<file path="config.mk">
export PLATFORM = sky130hd
export DESIGN_NAME = cmd_fifo_writer
export DESIGN_NICKNAME = d
export VERILOG_FILES = /design/src/rtl/cmd_pkg.sv /design/src/rtl/flex_counter.sv /design/src/rtl/cmd_fifo_writer.sv
export SDC_FILE = /design/constraint.sdc
export NUM_CORES = 1
export LEC_CHECK = 0
export ABC_AREA = 1
export BUFFER_PORTS_ARGS = -buffer_cell sky130_fd_sc_hd__buf_2
export CORE_MARGIN = 3
export CORE_UTILIZATION = 49
export DETAILED_ROUTE_END_ITERATION = 6
export PLACE_DENSITY = 0.79
export SYNTH_ARGS = -nofsm -noshare
export SYNTH_HDL_FRONTEND = slang
export SYNTH_SLANG_ARGS = --single-unit
</file>
<file path="constraint.sdc">
create_clock -name write_clk -period 1.9 [get_ports write_clk]
set_input_delay 0.285 -clock write_clk [delete_from_list [all_inputs] [get_ports write_clk]]
set_output_delay 0.285 -clock write_clk [all_outputs]
set_load 0.05 [all_outputs]
</file>
<file path="src/rtl/cmd_pkg.sv">
`default_nettype none
// +----------------------------------------------------------------------+
// | cmd_pkg : shared types and sizes for the command FIFO write path      |
// | Revision: 1.0                                                         |
// +----------------------------------------------------------------------+
package cmd_pkg;

  typedef enum logic [1:0] {
    IDLE    = 2'd0,
    COLLECT = 2'd1,
    PUSH    = 2'd2
  } cmd_state_t;

  localparam int CMD_WIDTH     = 32;
  localparam int BYTES_PER_CMD = 4;

endpackage
`default_nettype wire

</file>
<file path="src/rtl/flex_counter.sv">
`default_nettype none
// +----------------------------------------------------------------------+
// | flex_counter : clearable up-counter, wraps to 0 after rollover_val    |
// | Revision: 1.0                                                         |
// +----------------------------------------------------------------------+
module flex_counter #(
  parameter int NUM_CNT_BITS = 4
) (
  input  logic                    clk,
  input  logic                    n_rst,
  input  logic                    clear,
  input  logic                    count_enable,
  input  logic [NUM_CNT_BITS-1:0] rollover_val,
  output logic [NUM_CNT_BITS-1:0] count_out
);

  logic [NUM_CNT_BITS-1:0] r_count;

  always_ff @(posedge clk) begin
    if (!n_rst) begin
      r_count <= '0;
    end else if (clear) begin
      r_count <= '0;
    end else if (count_enable) begin
      if (r_count == rollover_val) begin
        r_count <= '0;
      end else begin
        r_count <= r_count + 1'b1;
      end
    end
  end

  assign count_out = r_count;

endmodule
`default_nettype wire

</file>
<file path="src/rtl/cmd_fifo_writer.sv">
`default_nettype none
// +----------------------------------------------------------------------+
// | cmd_fifo_writer : packs 4 host bytes (LE) into a 32-bit FIFO command  |
// | Revision: 1.0                                                         |
// +----------------------------------------------------------------------+
module cmd_fifo_writer
  import cmd_pkg::*;
#(
  parameter int TIMEOUT_CYCLES = 255,
  parameter int COUNT_WIDTH    = 16
) (
  input  logic                   write_clk,
  input  logic                   n_rst,
  input  logic                   byte_valid,
  input  logic [7:0]             byte_data,
  output logic                   byte_ready,
  input  logic                   flush,
  input  logic                   fifo_full,
  output logic                   write_command,
  output logic [CMD_WIDTH-1:0]   write_data,
  output logic                   busy,
  output logic                   frame_error,
  output logic [COUNT_WIDTH-1:0] cmd_count
);

  localparam int c_TO_W = $clog2(TIMEOUT_CYCLES + 1);

  localparam logic [1:0] c_ST_IDLE    = IDLE;
  localparam logic [1:0] c_ST_COLLECT = COLLECT;
  localparam logic [1:0] c_ST_PUSH    = PUSH;

  localparam logic [1:0]             c_LAST_IDX = 2'(BYTES_PER_CMD - 1);
  localparam logic [c_TO_W-1:0]      c_TO_ROLL  = c_TO_W'(TIMEOUT_CYCLES);
  localparam logic [c_TO_W-1:0]      c_TO_LAST  = c_TO_W'(TIMEOUT_CYCLES - 1);
  localparam logic [COUNT_WIDTH-1:0] c_CNT_MAX  = '1;

  logic [1:0]           r_state;
  logic [1:0]           r_index;
  logic [CMD_WIDTH-1:0] r_data;
  logic                 r_frame_error;

  logic              w_in_collect;
  logic              w_accept;
  logic              w_timeout;
  logic              w_leave_collect;
  logic              w_to_clear;
  logic [c_TO_W-1:0] w_to_count;

  assign w_in_collect  = (r_state == c_ST_COLLECT);
  assign byte_ready    = ((r_state == c_ST_IDLE) || w_in_collect) && !flush;
  assign w_accept      = byte_valid && byte_ready;
  assign write_command = (r_state == c_ST_PUSH) && !fifo_full;

  // The edge on which the idle count would reach TIMEOUT_CYCLES is the timeout edge.
  assign w_timeout       = w_in_collect && !flush && !w_accept && (w_to_count == c_TO_LAST);
  assign w_leave_collect = w_in_collect &&
                           (flush || w_timeout || (w_accept && (r_index == c_LAST_IDX)));
  assign w_to_clear      = w_accept || w_leave_collect;

  flex_counter #(
    .NUM_CNT_BITS (c_TO_W)
  ) u_timeout_cnt (
    .clk          (write_clk),
    .n_rst        (n_rst),
    .clear        (w_to_clear),
    .count_enable (w_in_collect),
    .rollover_val (c_TO_ROLL),
    .count_out    (w_to_count)
  );

  flex_counter #(
    .NUM_CNT_BITS (COUNT_WIDTH)
  ) u_cmd_cnt (
    .clk          (write_clk),
    .n_rst        (n_rst),
    .clear        (1'b0),
    .count_enable (write_command),
    .rollover_val (c_CNT_MAX),
    .count_out    (cmd_count)
  );

  always_ff @(posedge write_clk) begin
    if (!n_rst) begin
      r_state       <= c_ST_IDLE;
      r_index       <= 2'd0;
      r_data        <= '0;
      r_frame_error <= 1'b0;
    end else begin
      r_frame_error <= 1'b0;
      case (r_state)
        c_ST_IDLE: begin
          if (w_accept) begin
            r_state <= c_ST_COLLECT;
            r_index <= 2'd1;
            r_data  <= {{(CMD_WIDTH-8){1'b0}}, byte_data};
          end
        end
        c_ST_COLLECT: begin
          if (flush) begin
            r_state <= c_ST_IDLE;
            r_index <= 2'd0;
            r_data  <= '0;
          end else if (w_accept) begin
            r_data[{r_index, 3'b000} +: 8] <= byte_data;
            if (r_index == c_LAST_IDX) begin
              r_state <= c_ST_PUSH;
              r_index <= 2'd0;
            end else begin
              r_index <= r_index + 2'd1;
            end
          end else if (w_timeout) begin
            r_state       <= c_ST_IDLE;
            r_index       <= 2'd0;
            r_data        <= '0;
            r_frame_error <= 1'b1;
          end
        end
        // A complete word is never dropped: flush has no effect here.
        c_ST_PUSH: begin
          if (write_command) begin
            r_state <= c_ST_IDLE;
          end
        end
        default: begin
          r_state <= c_ST_IDLE;
          r_index <= 2'd0;
        end
      endcase
    end
  end

  assign write_data  = r_data;
  assign busy        = (r_state != c_ST_IDLE);
  assign frame_error = r_frame_error;

endmodule
`default_nettype wire

</file>
-- Yosys cells after proc, flatten, opt, wreduce, memory -nomap -nowiden
Cells that the tools add are included.
- shift-type cells: 2
- multiplexer cells: 20
- equal/unequal tests: 10
- add/subtract/negate cells: 4
- reductions and logical operators: 23
- bitwise operators: 3
- operators with widths (cell ; count):
    $mux W32 ; 4
    $pmux W32 S2 ; 1
    $bwmux W32 ; 1
    $shift A8 B7 Y32 const A ; 1
    $shiftx A8 B7 Y32 ; 1
    $mux W2 ; 9
    $add A16 B1 Y16 const B ; 1
    $eq A16 B16 Y1 const B ; 1
    $eq A8 B8 Y1 const B ; 2
    $mux W16 ; 1
    $pmux W2 S3 ; 2
    $add A8 B1 Y8 const B ; 1
    $logic_and A1 B1 Y1 ; 8
    $mux W8 ; 1
    $neg A5 Y7 ; 1
    $reduce_and A3 Y1 ; 2
    $eq A2 B2 Y1 const B ; 2
    $logic_or A1 B1 Y1 ; 4
    $ne A2 B2 Y1 const B ; 2
    $ne A4 B2 Y1 const B ; 1
    $ne A4 B3 Y1 const B ; 1
    $reduce_and A4 Y1 ; 1
    $reduce_bool A2 Y1 ; 2
    $reduce_or A4 Y1 ; 1
    other kinds (7) ; 11
- output and inout bits: 52
- register bits: 61
- bits of input ports: 13
- logic and storage cells: 68

-- Logic depth before layout (Yosys ltp)
Gate-level depths: netlist of the first run.
- depth after elaboration: 12
- depth in mapped cells: 11
- gate-level depth less buffers: 11

-- Cells and area by module
A second synthesis of the first run with hierarchy kept.
- cells, all modules: 659
- area total of the unflattened synthesis: 3906.2 um^2
- modules (own cells, without submodules) (module ; sequential area each (um^2) ; instances ; cells an instance ; area an instance (um^2)):
    cmd_fifo_writer ; 740.7 ; 1 ; 355 ; 2163.3
    flex_counter (u_cmd_cnt) ; 320.3 ; 1 ; 211 ; 1184.9
    flex_counter (u_timeout_cnt) ; 160.2 ; 1 ; 93 ; 558.0

-- Worst setup path after synthesis of the first run
No wires, ideal clock.
- kind: reg-to-reg
- from: register r_index[0]
- to: register r_data[30] (netlist: write_data[30])
- cell stages (with the launch flop): 9
- required time: 1.829 ns
- clock period less this slack: 1.954 ns
- path buffers: 2
- slack: -0.054 ns
- setup time: 0.071 ns
- arrival time: 1.883 ns
- path through: dfxtp_1 > clkbuf_1 > inv_1 > ha_1 > or2_2 > clkbuf_1 > nor2_1 > nand3_1 > a21oi_1
- longest elaborated chain between the ends: 6
- elaborated cells on any way between the ends: 7
- those cells by class: add/sub: 1; shift: 2; mux: 4
- RTL lines (element ; line ; source):
    from (decl) ; cmd_fifo_writer.sv:38 ; logic [1:0] r_index;
    from (signal assigned) ; cmd_fifo_writer.sv:109 ; r_index <= r_index + 2'd1;
    $neg A5 Y7 * ; cmd_fifo_writer.sv:104 ; r_data[{r_index, 3'b000} +: 8] <= byte_data;
    $shiftx A8 B7 Y32 or $shift A8 B7 Y32 (tied branches) ; cmd_fifo_writer.sv:104 ;
    $bwmux W32 * ; cmd_fifo_writer.sv:104 ;
    $mux W32 * ; cmd_fifo_writer.sv:103 ; end else if (w_accept) begin
    $mux W32 * ; cmd_fifo_writer.sv:99 ; if (flush) begin
    $pmux W32 S2 * ; cmd_fifo_writer.sv:90 ; case (r_state)
    to (signal assigned) ; cmd_fifo_writer.sv:95 ; r_data <= {{(CMD_WIDTH-8){1'b0}}, byte_data};
    to (signal, indexed assignment) ; cmd_fifo_writer.sv:104 ;
    to (decl) ; cmd_fifo_writer.sv:39 ; logic [CMD_WIDTH-1:0] r_data;
Every way passes the cells marked *; elsewhere a longest branch is shown, timed or not.
A chain may end at the register's enable or synchronous reset.

-- Final worst setup path of the first run
- from: register r_state[1]
- to: output write_command
- longest elaborated chain between the ends: 2
- RTL lines (element ; line ; source):
    from (decl) ; cmd_fifo_writer.sv:37 ; logic [1:0] r_state;
    from (signal assigned) ; cmd_fifo_writer.sv:84 ; r_state <= c_ST_IDLE;
    from (signal assigned) ; cmd_fifo_writer.sv:93 ; r_state <= c_ST_COLLECT;
    from (signal assigned) ; cmd_fifo_writer.sv:100 ; r_state <= c_ST_IDLE;
    $eq A2 B2 Y1 ; cmd_fifo_writer.sv:52 ; assign write_command = (r_state == c_ST_PUSH) && !fifo_full;
    $logic_and A1 B1 Y1 ; cmd_fifo_writer.sv:52 ;
    to (decl) ; cmd_fifo_writer.sv:19 ; output logic write_command,
Every way passes these cells.

==> reports/results.ini, run 1 <==
[status]
status = complete, no violations

[synth]
syn_area_per_cell_um2 = 6.82
netlist-cell-type-count = 39
synth-edff-count = 0
synth.largest_area_cell = dfxtp_1
ys_seq_area_share_pct = 38.3
synth.top_cells.by_area = dfxtp_1 38%, nand2_1 15%, nor2_1 9.2%, inv_1 5.9%, a21oi_1 5.0%
synth_top_cell_area_share_pct = 38.3
synth_area_um2 = 3190
ys.flop_type = dfxtp_1
synth-seq-cells = 61
syn_nets = 489
synth-async-reset-ratio_pct = 0
syn_inst = 467
ys_warn_count = 0

[setup_path]
path_buf_inv = 2
cp_slowest_cell = dfxtp_2
r2r_slack_ps = 240
critPathMaxStageDelay_ps = 440
cp-end-kind = primary output
start_kind = flip-flop
path_cells = inv_2 -> nor3_4 -> buf_4
critPathKind = reg2out
crit_fanout = 7
required_ps = 1620
cp_top_family = flip-flops
worst_ep_arrival_time_ps = 1460

[drt]
wl_mm = 7.52
wl_per_cell_um = 12.1
firstDrtPassIters = 4
drtAntennaViolNets = 0
drc = 0
dr.first_iter.drc_count = 168
vias_per_cell = 5.00
vias = 3095

[power_and_ir_drop]
p_per_area_nw_per_um2 = 861
peakVddDrop_uv = 608
total_power_w = 0.00330
leakagePower_nw = 1.74

[run]
maxCapViolations = 0

[sta]
finalMaxSlewViolations = 0
finalCritPeriodShare_pct = 91.6
finalClockSkew_ps = 7.04
relSlewSlack_pct = 76.0
rsz0062_at_grt = no
timing.setup.tns_ps = 0
tightest_slew_ps = 360
max_freq_mhz = 575
finalHoldViolCount = 0
hold_ws_ps = 232
period_minus_slack_ps = 1740
setup_viol = 0
fin_ws_ps = 160

[cells_and_area]
drive_above_1_share_pct = 20.4
nets = 561
final_cell_mix = 124 x nand2_1, 78 x nor2_1, 63 x buf_2
antenna_cells = 0
final.fill_count = 555
area_delta_synth_final_pct = 20.2
seqCellArea_um2 = 1220
multiInputGateArea_um2 = 1700
stdcell_count = 619
final_common_cell = nand2_1

[floorplanning]
ios = 65
row_count = 28
initial_core_util_pct = 52.3
die-height_um = 86.6
core_area_um2 = 6100
die_width_um = 86.6
fp.dieArea_um2 = 7510

[placed_design]
dp.cells = 603
gp_congestion = 0.918
place_ws_ps = 288
port_buffers = 64
dpl.hpwl_mm = 5.74

[clock_tree]
clk_pin_slew_ps = 70
tritoncts = built
cts_setup_buffers = 0
clk-insertion-delay-late_ps = 340
cts_resized = 1
h-tree-depth = 3
cts_inserted_buffers = 9
cts_sinks = 61
clockBufferDepth = 2
holdBufCountCts = 0
clk_root_buffer_cell = clkbuf_8

[global_routing]
grt_overflow_total = 0
grt_usage_pct = 21.2
grt_max_degree = 23
grt_pass1_vias = 2906
grt_pass1_wl_mm = 12.7
antenna_found_initial = 0

[worst_hold_path]
hold_path_class = in2reg

[power breakdown]
| group | total (W) | internal, W | switching [W] |
|---|---|---|---|
| Sequential | 0.00136 | 0.00133 | 0.0000303 |
| Combinational | 0.000642 | 0.000167 | 0.000475 |
| Clock | 0.00129 | 0.000806 | 0.000487 |
[synthesized netlist by cell type (4+ instances only)]
cell      count
nand2_2       4
ha_1          9
dfxtp_1      61
nor3_1       19
clkbuf_1      7
a21oi_1      32
nand3_1      30
o21ai_0       6
nand4_1       5
nand2_1     124
xor2_1        7
nor2_1       78
inv_1        50
[final timing paths]
check,startpoint,end,cells past startpoint
worst max-delay path,r_state[1],write_command,3
worst min-delay path,byte_data[6],write_data[6],3
worst max register to register,r_index[1],write_data[2],9
worst min register to register,write_data[27],write_data[27],2
[logic make-up after synthesis]
logic type / synth area share [%]
xor gates and xnor gates: 2.20
AOI/OAI and AO/OA: 7.93
DFF: 38.3
adders and majority gates: 3.53
buffers and inverters: 8.21
and+or+nand+nor: 39.8
[metal layers]
| metal | up-vias | track usage (%) | wire length (um) |
|---|---|---|---|
| met3 | 14 | 5.13 | 424 |
| met1 | 1392 | 24.1 | 3310 |
| met2 | 72 | 37.0 | 3650 |
| li1 | 1617 | - | - |
| met4 | 0 | 10.1 | 136 |
| met5 | - | 0 | 0 |
[tightest hold or removal path: cells and delay by family]
family	cells	cell delay, ps
AO/OA/AOI/OAI	1	60
AND/OR/NAND/NOR	1	70
buffers and inverters	1	120
[final cells by class]
type | instances | share of cell area, %
sequential | 61 | 31.9
multi-input combinational | 341 | 44.5
clock inverter | 4 | 1.83
clock buffer | 12 | 4.05
timing repair buffer | 72 | 9.99
inverter | 54 | 5.29
tap | 75 | 2.45
[sequential cells by signal (all words and copies together), names as in the netlist]
register / flops
u_cmd_cnt.count_out: 16
u_timeout_cnt.count_out: 8
frame_error: 1
write_data: 32
r_state: 2
r_index: 2
[through the flow]
| stage | cell area, um2 | util (%) |
|---|---|---|
| after global routing | 3830 | 62.8 |
| after CTS | 3830 | 62.8 |
| after floorplan | 3190 | - |
| final | 3830 | 62.8 |
| after global placement | 3600 | 59.1 |
| after detailed placement | 3600 | 59.1 |
Power figures use the tool's default switching activity.
==> inputs of run 2 (changes only) <==
--- a/config.mk
+++ b/config.mk
@@ -11,6 +11,7 @@
 export CORE_UTILIZATION = 49
 export DETAILED_ROUTE_END_ITERATION = 6
 export PLACE_DENSITY = 0.79
+export RECOVER_POWER = 100
 export SYNTH_ARGS = -nofsm -noshare
 export SYNTH_HDL_FRONTEND = slang
 export SYNTH_SLANG_ARGS = --single-unit
==> run 2 against run 1 <==
Die area stayed put. Utilization is 1.7 points lower. Design area is 2.6% lower.
==> reports/results.ini, run 2 (synthesis gave the netlist of run 1 again) <==
[global_routing]
grt_overflow_total = 0  ; unchanged
grt_pass1_wl_mm = 12.7  ; unchanged
antenna_found_initial = 0  ; unchanged
grt_usage_pct = 21.2  ; unchanged
grt_max_degree = 23  ; unchanged
grt_pass1_vias = 2906  ; unchanged

[clock_tree]
holdBufCountCts = 0  ; unchanged
clk_pin_slew_ps = 70  ; about the same
clockBufferDepth = 2  ; unchanged
h-tree-depth = 3  ; unchanged
cts_inserted_buffers = 9  ; unchanged
cts_sinks = 61  ; unchanged
clk-insertion-delay-late_ps = 350  ; about the same
clk_root_buffer_cell = clkbuf_8
tritoncts = built

[cells_and_area]
stdcell_count = 619  ; unchanged
largest_reg_flops = 32  ; unchanged
final_util_pct = 61.2  ; -1.7 points
final_cell_mix = 124 x nand2_1, 79 x nor2_1, 60 x dfxtp_1
final_common_cell = nand2_1
nets = 561  ; unchanged
antenna_cells = 0  ; unchanged
area_delta_synth_final_pct = 17.0
drive_above_1_share_pct = 10.1  ; -10 points

[drt]
drtAntennaViolNets = 0  ; unchanged
drc = 0  ; unchanged
wl_mm = 7.57  ; +0.67%
vias = 3099  ; +0.13%
firstDrtPassIters = 4  ; unchanged
vias_per_cell = 5.01  ; +0.13%
wl_per_cell_um = 12.2  ; +0.67%
dr.first_iter.drc_count = 163  ; -3.0%

[floorplanning]
core_area_um2 = 6100  ; unchanged
die-height_um = 86.6  ; unchanged
fp.dieArea_um2 = 7510  ; unchanged
ios = 65  ; unchanged
die_width_um = 86.6  ; unchanged
row_count = 28  ; unchanged
initial_core_util_pct = 52.3  ; unchanged

[placed_design]
dpl.hpwl_mm = 5.74  ; unchanged
dp.cells = 603  ; unchanged
gp_congestion = 0.918  ; unchanged
port_buffers = 64  ; unchanged

[sta]
setup_viol = 0  ; unchanged
finalMaxSlewViolations = 0  ; unchanged
tightest_slew_ps = 645  ; +285 ps
finalCritPeriodShare_pct = 92.9  ; +1.3 points
timing.setup.tns_ps = 0  ; unchanged
finalHoldViolCount = 0  ; unchanged
max_freq_mhz = 566  ; -1.4%
relSlewSlack_pct = 57.2  ; -19 points
rsz0062_at_grt = no
finalClockSkew_ps = 6.87  ; -0.165 ps
period_minus_slack_ps = 1770  ; +25.6 ps

[power_and_ir_drop]
p_per_area_nw_per_um2 = 879  ; +2.1%
peakVddDrop_uv = 599  ; -1.5%
leakagePower_nw = 1.52  ; -13%

[setup_path]
crit_fanout = 7  ; unchanged
r2r_slack_ps = 210  ; -30 ps
cp_slowest_cell = dfxtp_2
crit_start = r_state[1]
path_cells = inv_2 -> nor3_4 -> buf_2
reg2reg_from = r_state[0]
worst_ep_arrival_time_ps = 1480  ; +20 ps
critPathKind = reg2out
critPathMaxStageDelay_ps = 410  ; -30 ps
required_ps = 1620  ; about the same
start_kind = flip-flop
cp-end-kind = primary output

[run]
maxCapViolations = 0  ; unchanged

[status]
status = complete, no violations

[worst_hold_path]
min-delay-start = byte_data[6]
hold_path_class = in2reg

==> run 2: cell count changes in the layout (fill, tap and decap cells not counted), sizes merged <==
cell    change
buf        -52
clkbuf     +52
==> run 2: worst paths after layout <==
| path | end | cells past startpoint |
|---|---|---|
| setup / recovery | write_command | 3 |
| hold / removal | write_data[6] | 3 |
| setup reg to reg | u_timeout_cnt.count_out[3] | 7 |
| hold reg to reg | write_data[25] | 2 |
==> run 2: layer usage <==
metal	vias to the layer above	GRT usage (%)	routed length [um]	part of all wire (%)
li1	1620	-	-	-
met1	1383	24.1	3310	44
met3	13	5.13	478	6.3
met4	0	10.1	132	1.7
met5	-	0	0	0
met2	83	37.0	3640	48
==> run 2: stage by stage <==
stage	worst slack [ps]	power, W	area, um2	hold WS (ps)
after floorplan	71.7	0.00190	3190	423
after global placement	327	0.00203	3600	450
after detailed placement	288	0.00203	3600	451
after CTS	20.4	0.00333	3830	217
after global routing	48.9	0.00342	3730	233
final	134	0.00328	3730	231
==> run 2: power breakdown <==
group | leakage (nW) | internal [W] | switching [W]
Combinational | 0.907 | 0.000147 | 0.000472
Clock | 0.116 | 0.000805 | 0.000489
Sequential | 0.495 | 0.00133 | 0.0000312
==> run 2: cell type report <==
cell class                      instances  area (um2)
Clock inverter                          4        70.1
Timing Repair Buffer                   72         314
Fill cell                             595        2370
Multi-Input combinational cell        341        1670
Clock buffer                           12         155
Sequential cell                        61        1220
Inverter                               54         203
Tap cell                               75        93.8
==> run 2: repair_timing <==
| item | 4_1_cts | 5_1_grt |
|---|---|---|
| endpoints found under the setup margin | 1 | 1 |
| resized for setup | 1 | 1 |
| buffers inserted | 0 | 0 |
==> run 2: critical path: cells and delay by family (launching register included) <==
family	cells	cell delay, ps
flip-flops	1	410
buffers and inverters	2	430
AND/OR/NAND/NOR	1	290
==> inputs of run 3 (changes only) <==
==> constraint.sdc (replaced) <==
create_clock -name write_clk -period 1.9 [get_ports write_clk]
set_input_delay 0.285 -clock write_clk [delete_from_list [all_inputs] [get_ports write_clk]]
set_output_delay 0.285 -clock write_clk [all_outputs]
set_load 0.02 [all_outputs]
==> run 3 against run 2 <==
Die area is the same. Sequential cell count is the same. Via count grew 0.48%. Largest power group is now clock. Largest cell class unchanged. Non-clock buffer count shrank 2. Critical path depth is the same. Critical path type unchanged.
==> reports/results.ini, run 3 (synthesis gave the netlist of run 1 again) <==
[global_routing]
grt_usage_pct = 22.1  ; +0.89 points
grt_max_degree = 23  ; unchanged
antenna_found_initial = 0  ; unchanged
grt_overflow_total = 0  ; unchanged
grt_pass1_wl_mm = 13.0  ; +2.4%
grt_pass1_vias = 2822  ; -2.9%

[worst_hold_path]
hold_depth = 3  ; unchanged
min-delay-start = byte_data[7]
worst_hold_path.endpoint = write_data[7]
hold_path_class = in2reg

[placed_design]
dp.cells = 601  ; -0.33%
port_buffers = 64  ; unchanged
dpl.hpwl_mm = 5.70  ; -0.62%
gp_congestion = 0.922  ; +0.47%
place_ws_ps = 253  ; -35.3 ps

[clock_tree]
h-tree-depth = 3  ; unchanged
cts_sinks = 61  ; unchanged
cts_inserted_buffers = 9  ; unchanged
clk-insertion-delay-late_ps = 350  ; about the same
clk_pin_slew_ps = 70  ; about the same
clockBufferDepth = 2  ; unchanged
cts_setup_buffers = 0  ; unchanged
tritoncts = built
clk_root_buffer_cell = clkbuf_8

[run]
maxCapViolations = 0  ; unchanged

[drt]
vias = 3114  ; +0.48%
top_layer_used = met4
dr.first_iter.drc_count = 250  ; +53%
wl_per_cell_um = 12.7  ; +3.7%
dr_wl_met2_mm = 3.66  ; +0.38%
firstDrtPassIters = 4  ; unchanged
wl_mm = 7.82  ; +3.3%
route.met3.wl_um = 595  ; +24%
drc = 0  ; unchanged
vias_per_cell = 5.05  ; +0.81%
wl_met1_mm = 3.34  ; +1.0%
drtAntennaViolNets = 0  ; unchanged

[sta]
hold_ws_ps = 232  ; +1.09 ps
timing.setup.tns_ps = 0  ; unchanged
rsz0062_at_grt = no
finalMaxSlewViolations = 0  ; unchanged
setup_viol = 0  ; unchanged
period_minus_slack_ps = 1820  ; +52.5 ps
finalCritPeriodShare_pct = 95.7  ; +2.8 points
max_freq_mhz = 550  ; -2.9%
fin_ws_ps = 81.5  ; -52.5 ps
finalHoldViolCount = 0  ; unchanged
finalClockSkew_ps = 12.5  ; +5.60 ps
relSlewSlack_pct = 71.3  ; +14 points
tightest_slew_ps = 431  ; -214 ps

[floorplanning]
fp.dieArea_um2 = 7510  ; unchanged
ios = 65  ; unchanged
core_area_um2 = 6100  ; unchanged
initial_core_util_pct = 52.3  ; unchanged
die_width_um = 86.6  ; unchanged
row_count = 28  ; unchanged
die-height_um = 86.6  ; unchanged

[setup_path]
cp-end-kind = primary output
start_kind = flip-flop
crit_fanout = 7  ; unchanged
required_ps = 1620  ; about the same
reg2reg_from = r_index[1]
critPathMaxStageDelay_ps = 530  ; +120 ps
path_buf_inv = 2  ; unchanged
worst_ep_arrival_time_ps = 1530  ; +50 ps
cp_top_family = flip-flops
rr_worst_depth = 6  ; -1
path_cells = inv_2 -> nor3_4 -> buf_2
cp_slowest_cell = dfxtp_1
critPathKind = reg2out
cp.depth = 3  ; unchanged
rr_endpoint = write_data[26]
r2r_slack_ps = 220  ; about the same

[cells_and_area]
largest_reg_flops = 32  ; unchanged
stdcell_count = 617  ; -0.32%
final.fill_count = 621  ; +4.4%
final_common_cell = nand2_1
drive_above_1_share_pct = 10.1  ; +0.037 points
final_cell_mix = 124 x nand2_1, 78 x nor2_1, 61 x dfxtp_1
antenna_cells = 0  ; unchanged
nets = 559  ; -0.36%
area_delta_synth_final_pct = 17.8

[power_and_ir_drop]
peakVddDrop_uv = 646  ; +7.8%
p_per_area_nw_per_um2 = 879  ; about the same
leakagePower_nw = 1.52  ; -0.17%

[status]
status = complete, no violations

[run 3: changes by cell type in the layout (fill, tap and decap cells not counted), sizes merged]
cell    change
clkinv      -1
bufinv      +1
clkbuf      -2
[run 3: what timing repair did]
action	CTS	global route
resized for setup	0	1
hold buffers	0	0
setup endpoints to repair	0	1
[run 3: final cells by class]
class | instances | area (um2) | share of cell area [%]
clock buffers | 12 | 145 | 3.87
clock inverters | 4 | 95.1 | 2.53
inverters | 54 | 203 | 5.40
multi-input cells | 341 | 1690 | 45.1
flip-flops and latches | 61 | 1220 | 32.5
well taps | 75 | 93.8 | 2.50
repair buffers | 70 | 303 | 8.06
[run 3: where the power goes]
part | leakage (nW) | switching [W] | internal, W
logic | 0.900 | 0.000374 | 0.000151
registers | 0.495 | 0.0000326 | 0.00133
clock network | 0.121 | 0.000505 | 0.000906
[run 3: metrics by stage]
stage | cell area, um2 | total power [W] | util (%)
floorplan | 3190 | 0.00178 | -
global placement | 3590 | 0.00191 | 58.8
detailed placement | 3590 | 0.00192 | 58.8
CTS | 3830 | 0.00334 | 62.8
global route | 3750 | 0.00346 | 61.6
finish | 3750 | 0.00330 | 61.6
[run 3: routing by layer]
| metal | GRT usage, % | vias to the layer above |
|---|---|---|
| li1 | - | 1616 |
| met1 | 26.3 | 1376 |
| met2 | 36.5 | 101 |
| met3 | 5.70 | 21 |
| met4 | 11.5 | 0 |
| met5 | 0 | - |
[run 3: worst register-to-register path, cell delays in order (launching register included)]
cell	delay (ps)
dfxtp_1	400
inv_1	100
ha_1	340
or2_0	380
nor2_1	150
nand3_1	90
a21oi_1	150
[run 3: worst max path at each step]
stage / from / end / slack [ps]
after detailed placement: r_index[1] / write_data[2] / 250
final: r_state[1] / write_command / 80
after CTS: r_state[1] / write_command / 70
after global placement: r_index[1] / write_data[26] / 320
after floorplan: r_index[0] / write_data[30] / 70
after global routing: r_state[1] / write_command / 2
